<file path="src/rtl/bcpu_regfile_pkg.sv">
// Shared types, defaults and helpers for the multithreaded BCPU register file.
package bcpu_regfile_pkg;

  localparam int unsigned DEF_DATA_WIDTH  = 16;
  localparam int unsigned DEF_REG_BITS    = 3;
  localparam int unsigned DEF_THREAD_BITS = 2;
  localparam int unsigned DEF_RD_PORTS    = 2;
  localparam int unsigned DEF_BYPASS      = 1;
  localparam int unsigned DEF_ZERO_R0     = 0;

  // INIT sweeps the whole array, TCLR sweeps one thread's registers.
  typedef enum logic [1:0] {
    ST_INIT = 2'd0,
    ST_IDLE = 2'd1,
    ST_TCLR = 2'd2
  } state_t;

  // Address is {thread, reg}.
  function automatic int unsigned addr_w(input int unsigned thread_bits,
                                         input int unsigned reg_bits);
    return thread_bits + reg_bits;
  endfunction

endpackage

</file>
<file path="src/rtl/bcpu_regfile_ram.sv">
// Register storage: one synchronous write port, RD_PORTS combinational read ports, no reset.
module bcpu_regfile_ram #(
  parameter int unsigned DATA_WIDTH = 16,
  parameter int unsigned ADDR_W     = 5,
  parameter int unsigned RD_PORTS   = 2
) (
  input  logic                           clk,
  input  logic                           we,
  input  logic [ADDR_W-1:0]              waddr,
  input  logic [DATA_WIDTH-1:0]          wdata,
  input  logic [RD_PORTS*ADDR_W-1:0]     raddr,
  output logic [RD_PORTS*DATA_WIDTH-1:0] rdata
);

  localparam int unsigned DEPTH = 1 << ADDR_W;

  logic [DATA_WIDTH-1:0] mem [DEPTH];

  always_ff @(posedge clk) begin
    if (we) begin
      mem[waddr] <= wdata;
    end
  end

  for (genvar i = 0; i < RD_PORTS; i++) begin : g_rd
    assign rdata[i*DATA_WIDTH +: DATA_WIDTH] = mem[raddr[i*ADDR_W +: ADDR_W]];
  end

endmodule

</file>
<file path="src/rtl/bcpu_regfile_mt.sv">
// Multithreaded register file with power-up zero sweep, per-thread clear,
// optional write-to-read forwarding and optional hardwired-zero register 0.
module bcpu_regfile_mt
  import bcpu_regfile_pkg::*;
#(
  parameter int unsigned DATA_WIDTH  = DEF_DATA_WIDTH,
  parameter int unsigned REG_BITS    = DEF_REG_BITS,
  parameter int unsigned THREAD_BITS = DEF_THREAD_BITS,
  parameter int unsigned RD_PORTS    = DEF_RD_PORTS,
  parameter int unsigned BYPASS      = DEF_BYPASS,
  parameter int unsigned ZERO_R0     = DEF_ZERO_R0
) (
  input  logic                                        clk,
  input  logic                                        reset_n,
  input  logic                                        reg_wr_en,
  input  logic [THREAD_BITS+REG_BITS-1:0]             wr_reg_addr,
  input  logic [DATA_WIDTH-1:0]                       wr_reg_data,
  input  logic [RD_PORTS*(THREAD_BITS+REG_BITS)-1:0]  rd_reg_addr,
  output logic [RD_PORTS*DATA_WIDTH-1:0]              rd_reg_data,
  input  logic                                        clr_req,
  input  logic [THREAD_BITS-1:0]                      clr_thread,
  output logic                                        clr_ack,
  output logic                                        ready,
  output logic                                        wr_drop
);

  localparam int unsigned ADDR_W = addr_w(THREAD_BITS, REG_BITS);
  localparam int unsigned DEPTH  = 1 << ADDR_W;
  localparam int unsigned REGS   = 1 << REG_BITS;

  localparam logic [ADDR_W-1:0] INIT_LAST = ADDR_W'(DEPTH - 1);
  localparam logic [ADDR_W-1:0] TCLR_LAST = ADDR_W'(REGS - 1);

  state_t                  state;
  logic [ADDR_W-1:0]       cnt;
  logic [THREAD_BITS-1:0]  thread_q;

  logic                    ram_we;
  logic [ADDR_W-1:0]       ram_waddr;
  logic [DATA_WIDTH-1:0]   ram_wdata;
  logic [RD_PORTS*DATA_WIDTH-1:0] ram_rdata;
  logic                    fwd_en;

  // Control FSM; terminal counts are compared explicitly so the counter never relies on wrap.
  always_ff @(posedge clk or negedge reset_n) begin
    if (!reset_n) begin
      state    <= ST_INIT;
      cnt      <= '0;
      thread_q <= '0;
      ready    <= 1'b0;
      clr_ack  <= 1'b0;
      wr_drop  <= 1'b0;
    end else begin
      clr_ack <= 1'b0;
      wr_drop <= reg_wr_en && (state != ST_IDLE);
      unique case (state)
        ST_INIT: begin
          if (cnt == INIT_LAST) begin
            state <= ST_IDLE;
            cnt   <= '0;
            ready <= 1'b1;
          end else begin
            cnt <= cnt + ADDR_W'(1);
          end
        end
        ST_IDLE: begin
          if (clr_req) begin
            state    <= ST_TCLR;
            thread_q <= clr_thread;
            cnt      <= '0;
            ready    <= 1'b0;
          end
        end
        ST_TCLR: begin
          if (cnt == TCLR_LAST) begin
            state   <= ST_IDLE;
            cnt     <= '0;
            ready   <= 1'b1;
            clr_ack <= 1'b1;
          end else begin
            cnt <= cnt + ADDR_W'(1);
          end
        end
        default: begin
          state <= ST_INIT;
          cnt   <= '0;
          ready <= 1'b0;
        end
      endcase
    end
  end

  // Single RAM write port: external writes only in IDLE, otherwise the zero sweep owns it.
  always_comb begin
    ram_we    = 1'b0;
    ram_waddr = cnt;
    ram_wdata = '0;
    unique case (state)
      ST_IDLE: begin
        ram_we    = reg_wr_en;
        ram_waddr = wr_reg_addr;
        ram_wdata = wr_reg_data;
      end
      ST_TCLR: begin
        ram_we    = 1'b1;
        ram_waddr = {thread_q, cnt[REG_BITS-1:0]};
      end
      default: begin
        ram_we = 1'b1;
      end
    endcase
  end

  bcpu_regfile_ram #(
    .DATA_WIDTH (DATA_WIDTH),
    .ADDR_W     (ADDR_W),
    .RD_PORTS   (RD_PORTS)
  ) u_ram (
    .clk   (clk),
    .we    (ram_we),
    .waddr (ram_waddr),
    .wdata (ram_wdata),
    .raddr (rd_reg_addr),
    .rdata (ram_rdata)
  );

  // Forwarding only when the write is actually performed this cycle.
  assign fwd_en = (BYPASS != 0) && (state == ST_IDLE) && reg_wr_en;

  // Zero masking of register 0 takes priority over forwarding.
  for (genvar i = 0; i < RD_PORTS; i++) begin : g_rd
    logic [ADDR_W-1:0] ra;
    logic              hit;
    logic              zero;

    assign ra   = rd_reg_addr[i*ADDR_W +: ADDR_W];
    assign hit  = fwd_en && (ra == wr_reg_addr);
    assign zero = (ZERO_R0 != 0) && (ra[REG_BITS-1:0] == '0);

    assign rd_reg_data[i*DATA_WIDTH +: DATA_WIDTH] =
      zero ? '0 : (hit ? wr_reg_data : ram_rdata[i*DATA_WIDTH +: DATA_WIDTH]);
  end

endmodule

</file>
<file path="config.mk">
export PLATFORM = sky130hd
export DESIGN_NAME = bcpu_regfile_mt
export DESIGN_NICKNAME = d
export VERILOG_FILES = /design/src/rtl/bcpu_regfile_pkg.sv /design/src/rtl/bcpu_regfile_ram.sv /design/src/rtl/bcpu_regfile_mt.sv
export SDC_FILE = /design/constraint.sdc
export NUM_CORES = 1
export LEC_CHECK = 0
export CORE_MARGIN = 2
export CORE_UTILIZATION = 25
export CTS_BUF_LIST = sky130_fd_sc_hd__clkbuf_2 sky130_fd_sc_hd__clkbuf_4 sky130_fd_sc_hd__clkbuf_8
export DETAILED_ROUTE_END_ITERATION = 16
export DONT_BUFFER_PORTS = 1
export GPL_ROUTABILITY_DRIVEN = 0
export HOLD_SLACK_MARGIN = 0.02
export PLACE_DENSITY_LB_ADDON = 0.25
export SKIP_CTS_REPAIR_TIMING = 1
export SYNTH_ARGS = -nofsm -noshare
export SYNTH_HDL_FRONTEND = slang
export SYNTH_SLANG_ARGS = --single-unit
</file>
<file path="constraint.sdc">
create_clock -name clk -period 6.4 [get_ports clk]
set_input_delay 1.28 -clock clk [delete_from_list [all_inputs] [get_ports clk]]
set_output_delay 1.28 -clock clk [all_outputs]
set_load 0.02 [all_outputs]
</file>
**Yosys cells after proc, flatten, opt, wreduce, memory -nomap -nowiden**

Memories as Yosys holds them, arrays and structs flattened.
Index checks and enable logic that the tools add are counted.

- Flip-flop bits (word level): 12
- Memory bits (writable): 512
- Input port bits: 37
- Output and inout port bits: 35
- Word-level logic and storage cells: 46
- Memories kept: 1

- $add $sub $neg: 1
- Equality and inequality tests: 10
- Multiplexer cells: 21
- Reductions and logical operators: 7

Memory list:

| memory | depth | width | rd ports | clocked after memory_dff | wr ports | RTL line | source |
|---|---|---|---|---|---|---|---|
| u_ram.mem | 32 | 16 | 2 | 0 | 1 | bcpu_regfile_ram.sv:17 | `logic [DATA_WIDTH-1:0] mem [DEPTH];` |

Operators with widths:

| cell | number |
|---|---|
| two-way mux 16 bit | 3 |
| two-way mux 5 bit | 3 |
| one-hot mux 5 bit (3 select lines) | 1 |
| equality test 5 bit | 2 |
| one-hot mux 5 bit (2 select lines) | 1 |
| two-way mux 1 bit | 8 |
| two-way mux 2 bit | 3 |
| != test 2 bit (second input constant) | 3 |
| one-hot mux 2 bit (3 select lines) | 1 |
| adder 5 x 1 -> 5 bit (second input constant) | 1 |
| equality test 5 x 3 -> 1 bit (second input constant) | 1 |
| equality test 5 bit (second input constant) | 1 |
| logical AND 1 bit | 4 |
| one-hot mux 1 bit (3 select lines) | 1 |
| AND reduction 3 bit | 1 |
| equality test 2 x 1 -> 1 bit (second input constant) | 1 |
| equality test 2 bit (second input constant) | 1 |
| logical NOT 2 bit | 1 |
| != test 2 x 1 -> 1 bit (second input constant) | 1 |
| AND reduction 2 bit | 1 |

**Longest topological paths before layout**

Gate-level depths: netlist (run 1).

- Word-level depth: 4
- Depth in mapped cells: 8
- Gate-level depth less buffers: 8

**By module**

Synthesis (run 1) repeated with hierarchy kept, for this count alone.

- Cells, all modules: 1833
- Area total of the unflattened synthesis: 26201.4 µm²

By module, submodules not included:

| module | instances | cells an instance | area each (µm²) | seq. area each (µm²) |
|---|---|---|---|---|
| bcpu_regfile_ram | 1 | 1696 | 24796.3 | 15374.7 |
| bcpu_regfile_mt | 1 | 137 | 1405.1 | 300.3 |

**Worst setup path before layout (run 1)**

Ideal clock, no wire load.

- Path type: in2out
- From: input port rd_reg_addr[6]
- To: output port rd_reg_data[21]
- Arrival time: 2.944 ns
- Required time: 5.120 ns
- Path slack: 2.176 ns
- Stages on the path: 7
- Path buffers: 2
- Cells stage by stage: buf_2 -> clkbuf_1 -> mux4_4 -> mux2_2 -> a21oi_1 -> o21ai_1 -> a22o_1

- Cells in the longest elaborated chain, start to end: 3
- Elaborated cells on any way between the ends: 4
- Those cells by class: 1 x eq/ne; 1 x mux; 1 x reduce/logical; 1 x memory

RTL lines:

| item | RTL line | source |
|---|---|---|
| start, declared | bcpu_regfile_mt.sv:18 | `input logic [RD_PORTS*(THREAD_BITS+REG_BITS)-1:0] rd_reg_addr,` |
| parallel branches: the longest is 2 deep, another holds memory read (32 x 16 bit) | - |  |
| two-way mux 16 bit (*) | bcpu_regfile_mt.sv:141 | `zero ? '0 : (hit ? wr_reg_data : ram_rdata[i*DATA_WIDTH +: DATA_WIDTH]);` |
| end, declared | bcpu_regfile_mt.sv:19 | `output logic [RD_PORTS*DATA_WIDTH-1:0] rd_reg_data,` |

Every way passes the cells marked *.

**Worst setup path in the final report (run 1)**

- From: input port rd_reg_addr[1]
- To: output port rd_reg_data[7]

Same word-level chain as after synthesis.

==> results of run 1 <==
==> synthesized netlist by cell type, types with 15 or more instances <==
cell type,number,area share (%)
o31ai_1,18,0.54
o2111ai_1,15,0.52
a221o_1,15,0.60
o21ai_1,16,0.32
nand2_1,42,0.63
a21oi_1,32,0.64
mux4_2,187,17
a22o_1,17,0.59
buf_2,44,0.88
a22oi_1,48,1.4
edfxtp_1,512,61
a211oi_1,16,0.48
mux2_2,47,2.1
nor2_1,55,0.82
mux2_1,17,0.76
o221ai_1,15,0.52
and2_1,17,0.42
clkbuf_1,35,0.52
buf_4,16,0.48
mux2i_1,132,5.3
==> cell type report <==
class	count	area, um^2	area share [%]
well taps	1298	1620	5.72
diodes	3	7.51	0.0264
clock inverters	30	210	0.740
repair buffers	31	233	0.819
multi-input cells	765	9060	31.9
flip-flops and latches	524	15700	55.2
clock buffers	129	1570	5.52
inverters	5	18.8	0.0661
==> metal layers <==
layer  global-route usage [%]  routed length (um)  vias to the layer above
met5                        0                   0                        -
met4                     5.43                2730                        0
met3                     3.67                5690                      137
met2                     25.6               38900                      620
met1                     20.5               34200                     7874
li1                         -                   -                     5978
==> stage by stage <==
| step | hold slack (ns) | util (%) | cells | area, um^2 |
|---|---|---|---|---|
| floorplan | 0.473 | - | 1404 | 25100 |
| global placement | 0.490 | 26.7 | 2623 | 26600 |
| detailed placement | 0.510 | 26.7 | 2623 | 26600 |
| CTS | 0.230 | 28.4 | 2782 | 28400 |
| global route | 0.229 | 28.4 | 2784 | 28400 |
| finish | 0.291 | 28.4 | 2785 | 28400 |
==> critical path, cell delays in order <==
cell	delay, ns
xor2_1	0.24
nor4_1	0.31
nand4_1	1.00
buf_4	0.52
o2111ai_1	0.11
o31ai_1	0.13
buf_4	0.19
==> where the power goes <==
part	total [mW]	internal, mW	switching (mW)
clock	3.07	1.69	1.38
combinational	1.72	0.552	1.17
sequential	4.55	4.41	0.138
total	9.34	6.65	2.69
==> path summary, 6_finish.rpt <==
| path | cells after the start | start | to |
|---|---|---|---|
| worst max-delay path | 7 | rd_reg_addr[1] | rd_reg_data[7] |
| worst min-delay path | 0 | reset_n | cnt[1] |
| worst max register to register | 7 | state[1] | u_ram.mem[7][7] |
| worst min register to register | 1 | thread_q[0] | thread_q[0] |
| max in group asynchronous | 0 | reset_n | cnt[4] |
| min in group clk | 1 | thread_q[0] | thread_q[0] |
==> placed cells by master (no fill, tap or decap), drive strengths merged, types with 12 or more instances in the layout <==
| cell type | Yosys | layout |
|---|---|---|
| and2 | 17 | 17 |
| mux2i | 132 | 132 |
| o2111ai | 15 | 15 |
| a22o | 17 | 17 |
| a211oi | 16 | 16 |
| clkinv | 0 | 23 |
| nor2 | 55 | 55 |
| o31ai | 18 | 18 |
| a22oi | 48 | 48 |
| a21oi | 32 | 32 |
| dfrtp | 12 | 12 |
| buf | 74 | 31 |
| nand2 | 42 | 42 |
| o221ai | 15 | 15 |
| a221o | 15 | 15 |
| clkbuf | 36 | 129 |
| mux4 | 192 | 192 |
| edfxtp | 512 | 512 |
| mux2 | 64 | 64 |
| o21ai | 22 | 22 |
==> flip-flops by register name, indices dropped and copies added, names as in the netlist <==
signal,cells
state,2
cnt,5
ready,1
clr_ack,1
u_ram.mem,512
thread_q,2
wr_drop,1
==> logic make-up after synthesis <==
family | Yosys count | share of synthesized area (%)
buf+inv | 115 | 2.44
fa+ha+maj | 7 | 0.349
simple gates | 153 | 3.01
compound gates | 207 | 6.06
flops | 524 | 62.4
xor+xnor | 10 | 0.349
mux | 388 | 25.4
==> results.py, run 1 <==
metrics = {
    "timing": {
        "worst_slack_ns": 1.17,
        "max_freq_mhz": 191,
        "fin_setup_tns_ns": 0,
        "skew_ns": 0.0202,
        "report.final.slew_viol_count": 0,
        "setup_violations": 0,
        "rsz0062_at_grt": "no",
        "slew_headroom_pct": 14.4,
        "post-route-min-period_ns": 5.23,
        "worstMarginPinSlew_ns": 1.28,
        "period_share_pct": 81.7,
        "hold_viol_final": 0,
    },
    "finish": {
        "fillers": 9891,
        "nets": 1465,
        "areaGrowthSynthToFinish_pct": 13.0,
        "drive_above_1_share_pct": 29.9,
    },
    "floorplan": {
        "placementRows": 116,
        "dieArea_um2": 103000,
        "start_util_pct": 25.2,
        "dieHeight_um": 321,
        "die_w_um": 321,
        "design.core.area_um2": 99900,
        "io_pins": 72,
    },
    "place": {
        "dp_hpwl_mm": 45.6,
        "port_buffers": 0,
        "dp_slack_ns": 1.32,
    },
    "hold_path": {
        "hp-class": "primary input to async pin",
    },
    "power": {
        "finalPower_mw": 9.34,
        "cellPowerDensity_nw_per_um2": 329,
        "ir_drop_mv": 0.256,
        "p_leak_nw": 9.07,
    },
    "clock_tree": {
        "clkTransAtPathRegs_ns": 0.06,
        "clk_latency_ns": 0.70,
        "cts_tree": "built",
        "clockBufferDepth": 3,
        "cts-buffers-inserted": 94,
        "htree_levels": 3,
        "cts.sinks": 524,
        "cts-root-buf": "clkbuf_8",
    },
    "detailed_routing": {
        "drcViolationCount": 0,
        "postRouteWirelength_mm": 81.5,
        "drt-vias-per-instance": 5.25,
        "firstDrtPassIters": 5,
        "drt.antenna.violating_nets": 0,
        "drtIter0Drc": 1437,
        "routedWlPerCell_um": 29.3,
        "vias": 14600,
    },
    "synthesis": {
        "ys_seq_area_share_pct": 62.4,
        "synth_flop_cell": "edfxtp_1",
        "synth_nets": 1448,
        "async_flop_share_pct": 2.29,
        "syn_area_per_cell_um2": 17.9,
        "synth_edf_count": 512,
        "synth-seq-cells": 524,
        "synth_cells": 1404,
        "synth_cell_types": 54,
        "ys_warn_count": 0,
        "syn_area_um2": 25100,
    },
    "worst_setup_path": {
        "worst-path-max-fanout": 161,
        "worstSetupStartpointType": "primary input",
        "crit_required_ns": 5.12,
        "r2r_setup_slack_ns": 3.01,
        "end_kind": "output pin",
        "path_class": "primary input to output pin",
        "cp.arrival_ns": 3.95,
    },
    "global_route": {
        "grt_pass1_wl_mm": 115,
        "gr-total-overflow": 0,
        "grt_max_degree": 163,
        "grt_pass1_vias": 15100,
        "antenna_found_initial": 3,
        "track_usage_pct": 15.7,
    },
    "outcome": {
        "status": "complete, no violations",
    },
    "job": {
        "cap_violations": 0,
    },
}
No activity file was read; power rests on OpenSTA's default activity.
==> inputs of run 2 (changes only) <==
==> constraint.sdc (replaced) <==
create_clock -name clk -period 4.9 [get_ports clk]
set_input_delay 0.98 -clock clk [delete_from_list [all_inputs] [get_ports clk]]
set_output_delay 0.98 -clock clk [all_outputs]
set_load 0.02 [all_outputs]
==> results.py, run 2 (synthesis results as in run 1) <==
metrics = {
    "global_route": {
        "gr-total-overflow": 0,
        "use_met1_pct": 20.0,
        "antenna_found_initial": 1,
        "busiest_layer": "met2",
        "met2_usage_pct": 24.6,
        "grt_pass1_wl_mm": 112,
        "grt_max_degree": 163,
        "grt_pass1_vias": 15100,
        "track_usage_pct": 15.2,
        "use_met3_pct": 3.51,
    },
    "timing": {
        "period_share_pct": 86.3,
        "post-route-min-period_ns": 4.23,
        "whs_ns": 0.452,
        "skew_ns": 0.0285,
        "hold_viol_final": 0,
        "slew_headroom_pct": 13.6,
        "worstMarginPinSlew_ns": 1.30,
        "report.final.slew_viol_count": 0,
        "rsz0062_at_grt": "no",
        "setup_violations": 0,
        "worst_slack_ns": 0.672,
        "max_freq_mhz": 236,
        "fin_setup_tns_ns": 0,
    },
    "hold_path": {
        "hp-class": "primary input to flip-flop",
        "hp-start": "clr_thread[1]",
        "hold_end": "thread_q[1]",
        "worstHoldPathCells": 1,
    },
    "job": {
        "cap_violations": 0,
    },
    "finish": {
        "areaGrowthSynthToFinish_pct": 13.4,
        "final_common_cell": "edfxtp_1",
        "nets": 1493,
        "largest_reg_flops": 512,
        "drive_above_1_share_pct": 31.1,
        "post-route-cell-area_um2": 28500,
        "post-route-util_pct": 28.5,
        "top_regs": "u_ram.mem x512, cnt x5",
        "top_register": "u_ram.mem",
        "layout_common_cells": "512 x edfxtp_1, 187 x mux4_2, 132 x mux2i_1, 96 x clkbuf_8, 59 x buf_4",
    },
    "place": {
        "port_buffers": 0,
        "dpl_cell_area_um2": 26800,
        "dp_hpwl_mm": 45.7,
        "dp_slack_ns": 0.962,
    },
    "floorplan": {
        "dieArea_um2": 103000,
        "dieHeight_um": 321,
        "placementRows": 116,
        "io_pins": 72,
        "start_util_pct": 25.2,
        "design.core.area_um2": 99900,
        "die_w_um": 321,
    },
    "detailed_routing": {
        "vias": 14400,
        "drt.antenna.violating_nets": 0,
        "firstDrtPassIters": 5,
        "drt-vias-per-instance": 5.15,
        "drcViolationCount": 0,
        "routedWlPerCell_um": 28.1,
        "drtIter0Drc": 1191,
        "postRouteWirelength_mm": 78.9,
    },
    "power": {
        "cellPowerDensity_nw_per_um2": 422,
        "p_leak_nw": 9.19,
        "ir_drop_mv": 0.381,
    },
    "worst_setup_path": {
        "end_kind": "output pin",
        "path_class": "primary input to output pin",
        "reg2regPathDepth": 7,
        "cp.arrival_ns": 3.25,
        "reg2reg_from": "state[1]",
        "reg2reg_to": "u_ram.mem[26][10]",
        "worstSetupStartpointType": "primary input",
        "r2r_setup_slack_ns": 1.66,
        "crit_required_ns": 3.92,
        "worst-path-max-fanout": 100,
    },
    "clock_tree": {
        "cts-root-buf": "clkbuf_8",
        "cts_tree": "built",
        "cts-buffers-inserted": 93,
        "clkTransAtPathRegs_ns": 0.06,
        "cts.sinks": 524,
        "clk_latency_ns": 0.69,
        "clockBufferDepth": 3,
        "htree_levels": 3,
    },
    "outcome": {
        "status": "complete, no violations",
    },
}
-- run 2: cell type report --
cell class | count | area (um^2)
diodes | 2 | 5.00
flip-flops and latches | 524 | 15700
clock buffers | 126 | 1550
fillers | 9918 | 71400
well taps | 1298 | 1620
multi-input cells | 765 | 9020
clock inverters | 26 | 146
repair buffers | 60 | 453
inverters | 5 | 18.8
-- run 2: metal layers --
metal / vias up / part of all wire, %
li1: 6021 / -
met1: 7776 / 42
met2: 512 / 48
met3: 131 / 6.7
met4: 0 / 3.2
met5: - / 0
-- run 2: power breakdown --
group / internal (mW) / total [mW] / switching [mW]
clock: 2.07 / 3.85 / 1.78
combinational: 0.749 / 2.23 / 1.48
sequential: 5.76 / 5.94 / 0.180
-- run 2: worst max-delay path: stages --
cell	delay [ns]
and4b_1	0.65
a22oi_1	0.26
o2111ai_1	0.16
o31ai_1	0.65
buf_4	0.26
-- run 2: stage by stage --
| step | power (mW) | instances |
|---|---|---|
| finish | 12.0 | 2806 |
| global route | 12.5 | 2805 |
| CTS | 12.2 | 2803 |
| global placement | 8.21 | 2651 |
| floorplan | 7.42 | 1404 |
| detailed placement | 8.28 | 2651 |
-- run 2: how the worst max path moves through the flow --
stage | start | to | cells past startpoint
global route | state[1] | rd_reg_data[15] | 7
finish | rd_reg_addr[0] | rd_reg_data[15] | 5
detailed placement | rd_reg_addr[1] | rd_reg_data[15] | 7
CTS | state[1] | rd_reg_data[15] | 7
global placement | rd_reg_addr[1] | rd_reg_data[15] | 7
floorplan | rd_reg_addr[6] | rd_reg_data[21] | 7
